## src/rtl/fb_pkg.sv

```systemverilog
// fb_pkg: shared constants, FSM state type and the coordinate
// to address helper for the Pong framebuffer scan arbiter.
package fb_pkg;

   localparam int DEF_X_MAX  = 320;
   localparam int DEF_Y_MAX  = 240;
   localparam int DEF_ADDR_W = 17;
   localparam int DEF_DATA_W = 4;
   localparam int DEF_STARVE = 16;

   typedef enum logic [1:0] {
      IDLE,
      SCAN,
      LINE_GAP,
      DONE
   } fb_state_t;

   // Row-major framebuffer address: y*x_max + x.
   function automatic logic [31:0] coord_addr(
      input logic [9:0]  x,
      input logic [9:0]  y,
      input int unsigned x_max
   );
      return ({22'd0, y} * x_max) + {22'd0, x};
   endfunction

endpackage

```

## src/rtl/fb_scan_counter.sv

```systemverilog
// fb_scan_counter: scan x/y position with a running address.
// Ports: clk, reset, clear, advance (next pixel), next_line (y+1),
//        x, y, addr, last_x / last_y flags.
module fb_scan_counter #(
   parameter int X_MAX  = 320,
   parameter int Y_MAX  = 240,
   parameter int ADDR_W = 17
) (
   input  logic              clk,
   input  logic              reset,
   input  logic              clear,
   input  logic              advance,
   input  logic              next_line,
   output logic [9:0]        x,
   output logic [9:0]        y,
   output logic [ADDR_W-1:0] addr,
   output logic              last_x,
   output logic              last_y
);

   assign last_x = (x == 10'(X_MAX - 1));
   assign last_y = (y == 10'(Y_MAX - 1));

   // The address simply counts pixels, so line ends need no
   // multiply; it returns to 0 after the very last pixel.
   always_ff @(posedge clk) begin
      if (reset || clear) begin
         x    <= '0;
         y    <= '0;
         addr <= '0;
      end else begin
         if (advance) begin
            if (last_x) begin
               x    <= '0;
               addr <= last_y ? '0 : addr + 1'b1;
            end else begin
               x    <= x + 10'd1;
               addr <= addr + 1'b1;
            end
         end
         if (next_line) begin
            y <= y + 10'd1;
         end
      end
   end

endmodule

```

## src/rtl/fb_scan_arbiter.sv

```systemverilog
// fb_scan_arbiter: shares the single-port framebuffer between the
// display scanner (pix_*) and the game writer (wr_*), driving fb_*.
// Optional macro FB_STARVE_GUARD_EN forces a writer grant after
// STARVE_MAX consecutive denied cycles.
module fb_scan_arbiter
   import fb_pkg::*;
#(
   parameter int X_MAX      = DEF_X_MAX,
   parameter int Y_MAX      = DEF_Y_MAX,
   parameter int ADDR_W     = DEF_ADDR_W,
   parameter int DATA_W     = DEF_DATA_W,
   parameter int STARVE_MAX = DEF_STARVE
) (
   input  logic              clk,
   input  logic              reset,
   input  logic              frame_start,
   input  logic              pix_req,
   output logic              pix_valid,
   output logic [DATA_W-1:0] pix_data,
   output logic [9:0]        pix_x,
   output logic [9:0]        pix_y,
   output logic              line_done,
   output logic              frame_done,
   input  logic              wr_req,
   input  logic [9:0]        wr_x,
   input  logic [9:0]        wr_y,
   input  logic [DATA_W-1:0] wr_data,
   output logic              wr_ack,
   output logic              wr_err,
   output logic [ADDR_W-1:0] fb_addr,
   output logic              fb_we,
   output logic [DATA_W-1:0] fb_wdata,
   input  logic [DATA_W-1:0] fb_rdata
);

   fb_state_t         state, state_n;
   logic              g_pix, g_wr;
   logic              cnt_clear, cnt_nline;
   logic [9:0]        scan_x, scan_y;
   logic [ADDR_W-1:0] scan_addr, wr_addr;
   logic              last_x, last_y;
   logic              wr_oob, starve;
   logic              pv_q, ld_q, fd_q;
   logic [9:0]        px_q, py_q;

   fb_scan_counter #(
      .X_MAX (X_MAX),
      .Y_MAX (Y_MAX),
      .ADDR_W(ADDR_W)
   ) u_cnt (
      .clk      (clk),
      .reset    (reset),
      .clear    (cnt_clear),
      .advance  (g_pix),
      .next_line(cnt_nline),
      .x        (scan_x),
      .y        (scan_y),
      .addr     (scan_addr),
      .last_x   (last_x),
      .last_y   (last_y)
   );

   assign wr_oob  = (wr_x >= 10'(X_MAX)) || (wr_y >= 10'(Y_MAX));
   assign wr_addr = ADDR_W'(coord_addr(wr_x, wr_y, X_MAX));

`ifdef FB_STARVE_GUARD_EN
   localparam int SW_RAW = $clog2(STARVE_MAX + 1);
   localparam int SW     = (SW_RAW > 5) ? SW_RAW : 5;

   logic [SW-1:0] wait_q;

   // Only a writer that is still asking may steal the slot.
   assign starve = wr_req && (wait_q >= SW'(STARVE_MAX));

   always_ff @(posedge clk) begin
      if (reset) begin
         wait_q <= '0;
      end else if (wr_ack || !wr_req) begin
         wait_q <= '0;
      end else if (wait_q != '1) begin
         wait_q <= wait_q + 1'b1;
      end
   end
`else
   logic unused_starve_max;
   assign unused_starve_max = (STARVE_MAX == 0);
   assign starve = 1'b0;
`endif

   always_ff @(posedge clk) begin
      if (reset) begin
         state <= IDLE;
         pv_q  <= 1'b0;
         ld_q  <= 1'b0;
         fd_q  <= 1'b0;
         px_q  <= '0;
         py_q  <= '0;
      end else begin
         state <= state_n;
         pv_q  <= g_pix;
         ld_q  <= g_pix && last_x;
         fd_q  <= (state == DONE);
         if (g_pix) begin
            px_q <= scan_x;
            py_q <= scan_y;
         end
      end
   end

   always_comb begin
      state_n   = state;
      g_pix     = 1'b0;
      g_wr      = 1'b0;
      cnt_clear = 1'b0;
      cnt_nline = 1'b0;
      unique case (state)
         IDLE: begin
            g_wr = wr_req;
            if (frame_start) begin
               state_n   = SCAN;
               cnt_clear = 1'b1;
            end
         end
         SCAN: begin
            g_pix = pix_req && !starve;
            g_wr  = wr_req && !g_pix;
            if (g_pix && last_x) begin
               state_n = last_y ? DONE : LINE_GAP;
            end
         end
         LINE_GAP: begin
            g_wr      = wr_req;
            cnt_nline = 1'b1;
            state_n   = SCAN;
         end
         DONE: begin
            g_wr      = wr_req;
            cnt_clear = 1'b1;
            state_n   = IDLE;
         end
         default: state_n = IDLE;
      endcase
      if (reset) begin
         g_pix = 1'b0;
         g_wr  = 1'b0;
      end
   end

   always_comb begin
      fb_addr  = '0;
      fb_we    = 1'b0;
      fb_wdata = '0;
      wr_ack   = 1'b0;
      wr_err   = 1'b0;
      if (g_pix) begin
         fb_addr = scan_addr;
      end else if (g_wr) begin
         wr_ack = 1'b1;
         wr_err = wr_oob;
         if (!wr_oob) begin
            fb_we    = 1'b1;
            fb_addr  = wr_addr;
            fb_wdata = wr_data;
         end
      end
   end

   // Registered outputs are masked during reset so a read that
   // was in flight never surfaces.
   assign pix_valid  = pv_q && !reset;
   assign pix_data   = pix_valid ? fb_rdata : '0;
   assign pix_x      = reset ? '0 : px_q;
   assign pix_y      = reset ? '0 : py_q;
   assign line_done  = ld_q && !reset;
   assign frame_done = fd_q && !reset;

endmodule

```

## config.mk

```make
export PLATFORM = sky130hd
export DESIGN_NAME = fb_scan_arbiter
export DESIGN_NICKNAME = d
export VERILOG_FILES = /design/src/rtl/fb_pkg.sv /design/src/rtl/fb_scan_counter.sv /design/src/rtl/fb_scan_arbiter.sv
export SDC_FILE = /design/constraint.sdc
export NUM_CORES = 1
export LEC_CHECK = 0
export CAP_MARGIN = 40
export CORE_MARGIN = 1
export CORE_UTILIZATION = 45
export CTS_BUF_LIST = sky130_fd_sc_hd__clkbuf_2 sky130_fd_sc_hd__clkbuf_4 sky130_fd_sc_hd__clkbuf_8
export DETAILED_ROUTE_END_ITERATION = 10
export PLACE_DENSITY = 0.76
export SLEW_MARGIN = 30
export SYNTH_ARGS = -nofsm -noshare
export SYNTH_HDL_FRONTEND = slang
export SYNTH_SLANG_ARGS = --single-unit
```

## constraint.sdc

```tcl
create_clock -name clk -period 10.1 [get_ports clk]
set_clock_uncertainty 0.2 [all_clocks]
set_input_delay 2.02 -clock clk [delete_from_list [all_inputs] [get_ports clk]]
set_output_delay 2.02 -clock clk [all_outputs]
set_load 0.01 [all_outputs]
```

; ---- After elaboration in Yosys (flattened, before gate mapping)
; Index checks and enable logic that the tools add are counted.
[op_classes]
shift = 0
order_cmp = 2
eq_ne = 7
n_mul = 1
reduce_logical = 13
bitwise_logic = 0
muxes = 30
div = 0
n_addsub = 4
[op_table]
columns = op, count
row1 = $mux 17, 5
row2 = $mux 10, 3
row3 = $add 10x1->10 const B, 2
row4 = $add 17x1->17 const B, 1
row5 = $add 17x10->17, 1
row6 = $mux 4, 4
row7 = $mux 1, 13
row8 = $mul 10x3->11 const B, 1
row9 = $eq 10x8->1 const B, 1
row10 = $eq 10x9->1 const B, 1
row11 = $ge 10x8->1 const B, 1
row12 = $ge 10x9->1 const B, 1
row13 = $pmux 2 s4, 1
row14 = $logic_and 1x1->1, 6
row15 = $eq 2x2->1 const B, 2
row16 = $mux 2, 2
row17 = $ne 2x2->1 const B, 2
row18 = $pmux 1 s2, 2
row19 = $reduce_or 3->1, 1
row20 = $eq 2x1->1 const B, 1
row21 = $logic_not 1->1, 2
row22 = $logic_not 2->1, 1
row23 = $logic_or 1x1->1, 2
row24 = $reduce_and 2->1, 1
[word_totals]
ff_bits = 62
out_inout_bits = 51
mem_bits_ro = 0
ramBits = 0
memories = 0
elab_cells = 66
input_bits = 33
latch_bits = 0

; ---- Depth between registers and ports, before layout
[logic_depth]
word_depth = 6
ltp_mapped = 10
mapped_depth_nobuf = 9

; ---- Cells and area by module
; From an unflattened synthesis, not the netlist that was laid out.
[hier_totals]
hier_cells = 400
area_unflattened_um2 = 3717.3
[modules_own_cells]
columns = mod, instances, cells_per_inst, area_per_inst_um2
row1 = fb_scan_arbiter, 1, 210, 1959.4
row2 = fb_scan_counter, 1, 190, 1757.9

; ---- Worst setup path after synthesis
; No wires, ideal clock.
[synth_path]
path_type = input to output
startpoint = in wr_y[1]
endpoint = out fb_addr[15]
cell_stages = 9
t_arrival_ns = 4.077
t_required_ns = 7.880
slack_ns = 3.803
path_buffers = 0
path_cell_list = ha_1 -> ha_1 -> fa_1 -> a211oi_1 -> nor2_1 -> xor2_1 -> nand4_1 -> xnor2_1 -> a22o_1
[synth_via]
elab_chain_len = 5
word_cells_on_any_way = 7
cone_classes = add/sub: 1 / mul: 1 / order compare: 1 / mux: 3 / reduce/logical: 1
[synth_rtl]
columns = element, line
row1 = "start, declared", fb_scan_arbiter.sv:26  ; input logic [9:0] wr_y,
row2 = $mul 10x3->11 / $ge 10x8->1 (equally long branches), "fb_pkg.sv:24, fb_scan_arbiter.sv:63"
row3 = $add 17x10->17 / $logic_or 1x1->1 (equally long branches), "fb_pkg.sv:24, fb_scan_arbiter.sv:63"
row4 = $mux 17 *, fb_scan_arbiter.sv:160  ; if (!wr_oob) begin
row5 = $mux 17 *, fb_scan_arbiter.sv:157  ; end else if (g_wr) begin
row6 = $mux 17 *, fb_scan_arbiter.sv:155  ; if (g_pix) begin
row7 = "end, declared", fb_scan_arbiter.sv:30  ; output logic [ADDR_W-1:0] fb_addr,
; Mark *: on every way between the ends. The rest lies on a longest branch, timed or not.

; ---- Worst setup path in the final report
; Same ends and word-level chain as after synthesis.

==> results.md <==
- The run finished with clean final reports.
- During placement, the flow inserted port buffers numbering 83.
- The initial antenna violation count is 0.
- In this run, synthesis produced a sequential element count of 62.
- The basic-gate share of the synthesized area counting and, or, nand and nor cells is 29.29%.
- The buffer type at the clock tree root is sky130_fd_sc_hd__clkbuf_8.
- The number of nets handed over by synthesis was approximately 500.
- The post-route setup TNS is 0 ns.
- The floorplan step defined a die boundary enclosing roughly 8400 um^2.
- After synthesis, the mean cell area works out to just over 8 um^2.
- The tightest min-delay check is of the reg -> reg type.
- The critical path is of the in -> out type.
- Multiplexer cells account for less than 1% of the synthesized area.
- Clock-pin slew was measured on the worst setup and hold paths at roughly 0.06 ns.
- The commonest register cell after synthesis is sky130_fd_sc_hd__dfxtp_1.
- The clock buffer count from CTS is 9.
- The adder-cell area share of the yosys netlist is a little over a tenth.
- The first global-routing pass estimated between 10000 and 15000 um of wire.
- The amount of wire on met2 after detailed routing is between 3000 and 4000 um.
- The deepest level of the CTS H-tree is 3.
- The count of final setup violators is 0.
- The starting density of the core is between 40% and 50%.
- The vertical extent of the die is 91.46 um.
- Dividing the detail-routed wire length by the instance count gives between 10 and 15 um.
- In the routed design, unresolved DRC markers number 0.
- Global routing finished with a remaining overflow of 0.
- Global routing used roughly a fifth of the available tracks across all layers.
- In this run the post-CTS setup repair buffer count came out at 0.
- Summing the areas of all xor and xnor instances in the mapped netlist gives between 10 and 15% of the synthesized area.
- Before CTS, the worst setup slack after placement is 2.600 ns.
- The number of nets in the final layout is about 580.
- The wire length on met1 is about 3700 um.
- The shortest period the worst path allows is ~7.5 ns.
- The synthesized instance count is between 400 and 500.
- Yosys printed 0 warnings.
- After synthesis, the cell types taking the most area are sky130_fd_sc_hd__dfxtp_1, sky130_fd_sc_hd__ha_1, sky130_fd_sc_hd__nand2_1.
- Summed over all nets, the half-perimeter wirelength after detailed placement is 5927 um.
- After synthesis, the share of flip-flops with an asynchronous set or reset is 0%.
- Setup repair after global routing left no endpoint under its margin.
- The power per unit of standard cell area is roughly 110 nW/um^2.
- The area growth from synthesis to layout is 29.99%.
- The clock passes through at most 2 buffers.
- The area of the core is between 7000 and 8000 um^2.
- The worst slew margin relative to its limit is between 60% and 70%.
- The design draws about 0.53 mW.
- The required time of the critical path is between 7 and 8 ns.
- The critical path goes through clkdlybuf4s50_1 -> ha_1 -> ha_1 -> fa_1 -> a211oi_1 -> nor2_1 -> xor2_1 -> nand4_1 -> xnor2_1 -> a22o_1 -> clkdlybuf4s50_1.
- The detail route stage leaves a number of antenna-violating nets equal to 0.
- The largest individual stage delay along the critical path comes from the cell sky130_fd_sc_hd__clkdlybuf4s50_1.
- The post-cts repair resize count is 0.
- The maximum frequency from static timing analysis is 0.1336 GHz.
- The worst-case IR drop observed on VDD is 0.00005343 V.
- 0 antenna diodes ended up in the layout.
- The number of placed instances, taps included is just over 600.
- The number of enable-type register cells in the synthesized netlist is 0.
- STA classifies the critical path startpoint as a primary input.
- The routed design uses ~320 um of met3 wire.
- The finished layout holds 621 standard cells, fillers aside.
- In this run the top signal layer used is met4.
- Among cell families on the critical path, the largest total delay comes from buffers and inverters.
- The critical path endpoint category is a primary output.
- The site row count is 32.
- The clock net in this run drives a total of 62 sinks.
- After synthesis, the largest family of logic cells by area is simple AND/OR/NAND/NOR gates.
- Counting the fill cells in the layout gives roughly 670.
- Routability-driven placement finished with a final weighted congestion of approximately 0.8.
- Hold repair after CTS inserted 0 buffers.
- The final count of hold timing violations is 0.
- The number of distinct library cell variants in the gate-level netlist after synthesis is 45.
- The maximum number of pins on one net before global-route repair is 34.
- The die is just over 90 um wide.
- The wire length after detailed routing is around 7800 um.
- The number of ports placed on the die boundary is 84.
- For this design the static power due to leakage is between 1.5 and 2 nW.
- Across all layers, the routed design uses about 3200 vias.
- The data arrival time at the worst-slack endpoint is 5.27 ns.
- The detailed router finished its first iteration with 94 violations.
- Max-cap violations in this run came to 0.
- TritonCTS built the clock tree.
- The post-synthesis compound-gate area fraction is 10.70%.
- The via count of the first global-routing pass is approximately 3100.
- sky130_fd_sc_hd__dfxtp_1 takes more of the synthesized area than any other cell.
- The clock latency on the worst-skew pair is approximately 0.34 ns.
- Using the TritonRoute via totals, the vias-per-cell ratio works out to 5.145.
- For this run, the register share of the synthesized area comes to between 30% and 40%.
- The first-pass detailed-route iteration total is 4.
- Counting both buffers and inverters, the worst setup path holds a total of 2.
- On the worst path, the slowest cell contributes a delay of between 0.5 and 0.6 ns.
- The worst setup slack after layout is about 2.6 ns.
- The post-synth design cell area is 3601 um^2.
- The maximum fanout along the worst path is 4.
- The max-slew violation total from the final report was 0.
- The actual transition at the worst max-transition pin is just under 0.6 ns.
- After synthesis, the largest area contributor takes up ~34% of total cell area.
- Of the cells placed in the final design, the portion with a size suffix greater than 1 is 5.395%.
- The part of the cycle the worst path needs is 74.12%.
## final cells by class
class	count	area (um^2)	area share, %
clock inverter	6	38.79	0.8287
sequential	62	1241	26.52
tap	102	127.6	2.727
inverter	8	30.03	0.6415
multi-input combinational	346	2251	48.09
timing repair buffer	87	860.8	18.39
clock buffer	10	131.4	2.807
## state kept, by name, summed over array words and instances, names as in the netlist
signal,flops
py_q,10
ld_q,1
fd_q,1
px_q,10
u_cnt.addr,17
u_cnt.x,10
pv_q,1
state,2
u_cnt.y,10
## path summary, 6_finish.rpt
path	start	endpoint	slack (ns)	cells after the start
setup / recovery	wr_y[1]	fb_addr[15]	2.61	11
hold / removal	px_q[6]	px_q[6]	0.25	2
setup reg to reg	state[1]	u_cnt.addr[5]	6.77	9
hold reg to reg	px_q[6]	px_q[6]	0.25	2
## synth_stat cells (2+ instances only)
cell type	n
sky130_fd_sc_hd__inv_1	8
sky130_fd_sc_hd__clkbuf_1	11
sky130_fd_sc_hd__and4_1	3
sky130_fd_sc_hd__nand4_1	10
sky130_fd_sc_hd__nand2_1	70
sky130_fd_sc_hd__nand3b_1	2
sky130_fd_sc_hd__a211oi_1	2
sky130_fd_sc_hd__nand2b_1	2
sky130_fd_sc_hd__a21oi_1	17
sky130_fd_sc_hd__o21ai_0	4
sky130_fd_sc_hd__and3_1	8
sky130_fd_sc_hd__buf_1	2
sky130_fd_sc_hd__o21bai_1	2
sky130_fd_sc_hd__xnor2_1	22
sky130_fd_sc_hd__nand3_1	20
sky130_fd_sc_hd__xor2_1	24
sky130_fd_sc_hd__fa_1	2
sky130_fd_sc_hd__nor2b_1	26
sky130_fd_sc_hd__a21o_1	3
sky130_fd_sc_hd__a22o_1	17
sky130_fd_sc_hd__and2_1	9
sky130_fd_sc_hd__buf_4	2
sky130_fd_sc_hd__dfxtp_1	62
sky130_fd_sc_hd__mux2i_1	3
sky130_fd_sc_hd__buf_2	3
sky130_fd_sc_hd__nor2_1	51
sky130_fd_sc_hd__nor3_1	5
sky130_fd_sc_hd__ha_1	27
## worst register-to-register path, cell delays in order, from the launching register on
cell,delay (ns)
sky130_fd_sc_hd__dfxtp_1,0.33
sky130_fd_sc_hd__inv_1,0.12
sky130_fd_sc_hd__ha_1,0.38
sky130_fd_sc_hd__nand3b_2,0.51
sky130_fd_sc_hd__inv_1,0.65
sky130_fd_sc_hd__buf_4,0.39
sky130_fd_sc_hd__and4_1,0.28
sky130_fd_sc_hd__and3_1,0.18
sky130_fd_sc_hd__xnor2_1,0.12
sky130_fd_sc_hd__nor2_1,0.05
## power by group
| part | switching [mW] | internal [mW] | leakage, nW |
|---|---|---|---|
| combinational | 0.0537 | 0.0461 | 1.27 |
| clock | 0.0961 | 0.0906 | 0.0855 |
| sequential | 0.00166 | 0.246 | 0.500 |
| total | 0.151 | 0.382 | 1.86 |
## layout by cell type (no fill, tap or decap), types with 3 or more instances in the layout
master,instances
sky130_fd_sc_hd__clkdlybuf4s50_1,83
sky130_fd_sc_hd__nand2_1,70
sky130_fd_sc_hd__dfxtp_1,62
sky130_fd_sc_hd__nor2_1,51
sky130_fd_sc_hd__ha_1,27
sky130_fd_sc_hd__nor2b_1,26
sky130_fd_sc_hd__xor2_1,24
sky130_fd_sc_hd__xnor2_1,22
sky130_fd_sc_hd__nand3_1,20
sky130_fd_sc_hd__a21oi_1,17
sky130_fd_sc_hd__a22o_1,17
sky130_fd_sc_hd__nand4_1,10
sky130_fd_sc_hd__and2_1,9
sky130_fd_sc_hd__clkbuf_8,9
sky130_fd_sc_hd__inv_1,8
sky130_fd_sc_hd__and3_1,8
sky130_fd_sc_hd__nor3_1,5
sky130_fd_sc_hd__o21ai_0,4
sky130_fd_sc_hd__buf_4,4
sky130_fd_sc_hd__a21o_1,3
sky130_fd_sc_hd__and4_1,3
sky130_fd_sc_hd__mux2i_1,3
sky130_fd_sc_hd__clkinv_2,3
## per-stage QoR
stage	cell area (um^2)	util [%]	hold slack (ns)
2_1_floorplan	3601	-	0.2318
3_3_place_gp	4511	58.37	0.2395
3_5_place_dp	4511	58.37	0.2447
4_1_cts	4681	60.57	0.2535
5_1_grt	4681	60.57	0.2707
6_report	4681	60.57	0.2496
## routing by layer
metal | GRT usage [%] | up-vias
li1 | - | 1629
met1 | 24.50 | 1481
met2 | 34.27 | 71
met3 | 3.685 | 14
met4 | 8.466 | 0
met5 | 0 | -
## cell families (layout without fill, tap and decap cells)
| kind of cell | after synthesis | after routing |
|---|---|---|
| buffers and inverters | 26 | 111 |
| AO/OA/AOI/OAI | 53 | 53 |
| AND/OR/NAND/NOR | 215 | 215 |
| adder cells (fa/ha/maj) | 29 | 29 |
| multiplexers | 3 | 3 |
| XOR/XNOR | 46 | 46 |
| flip-flops | 62 | 62 |
No activity file was read; power rests on OpenSTA's default activity.
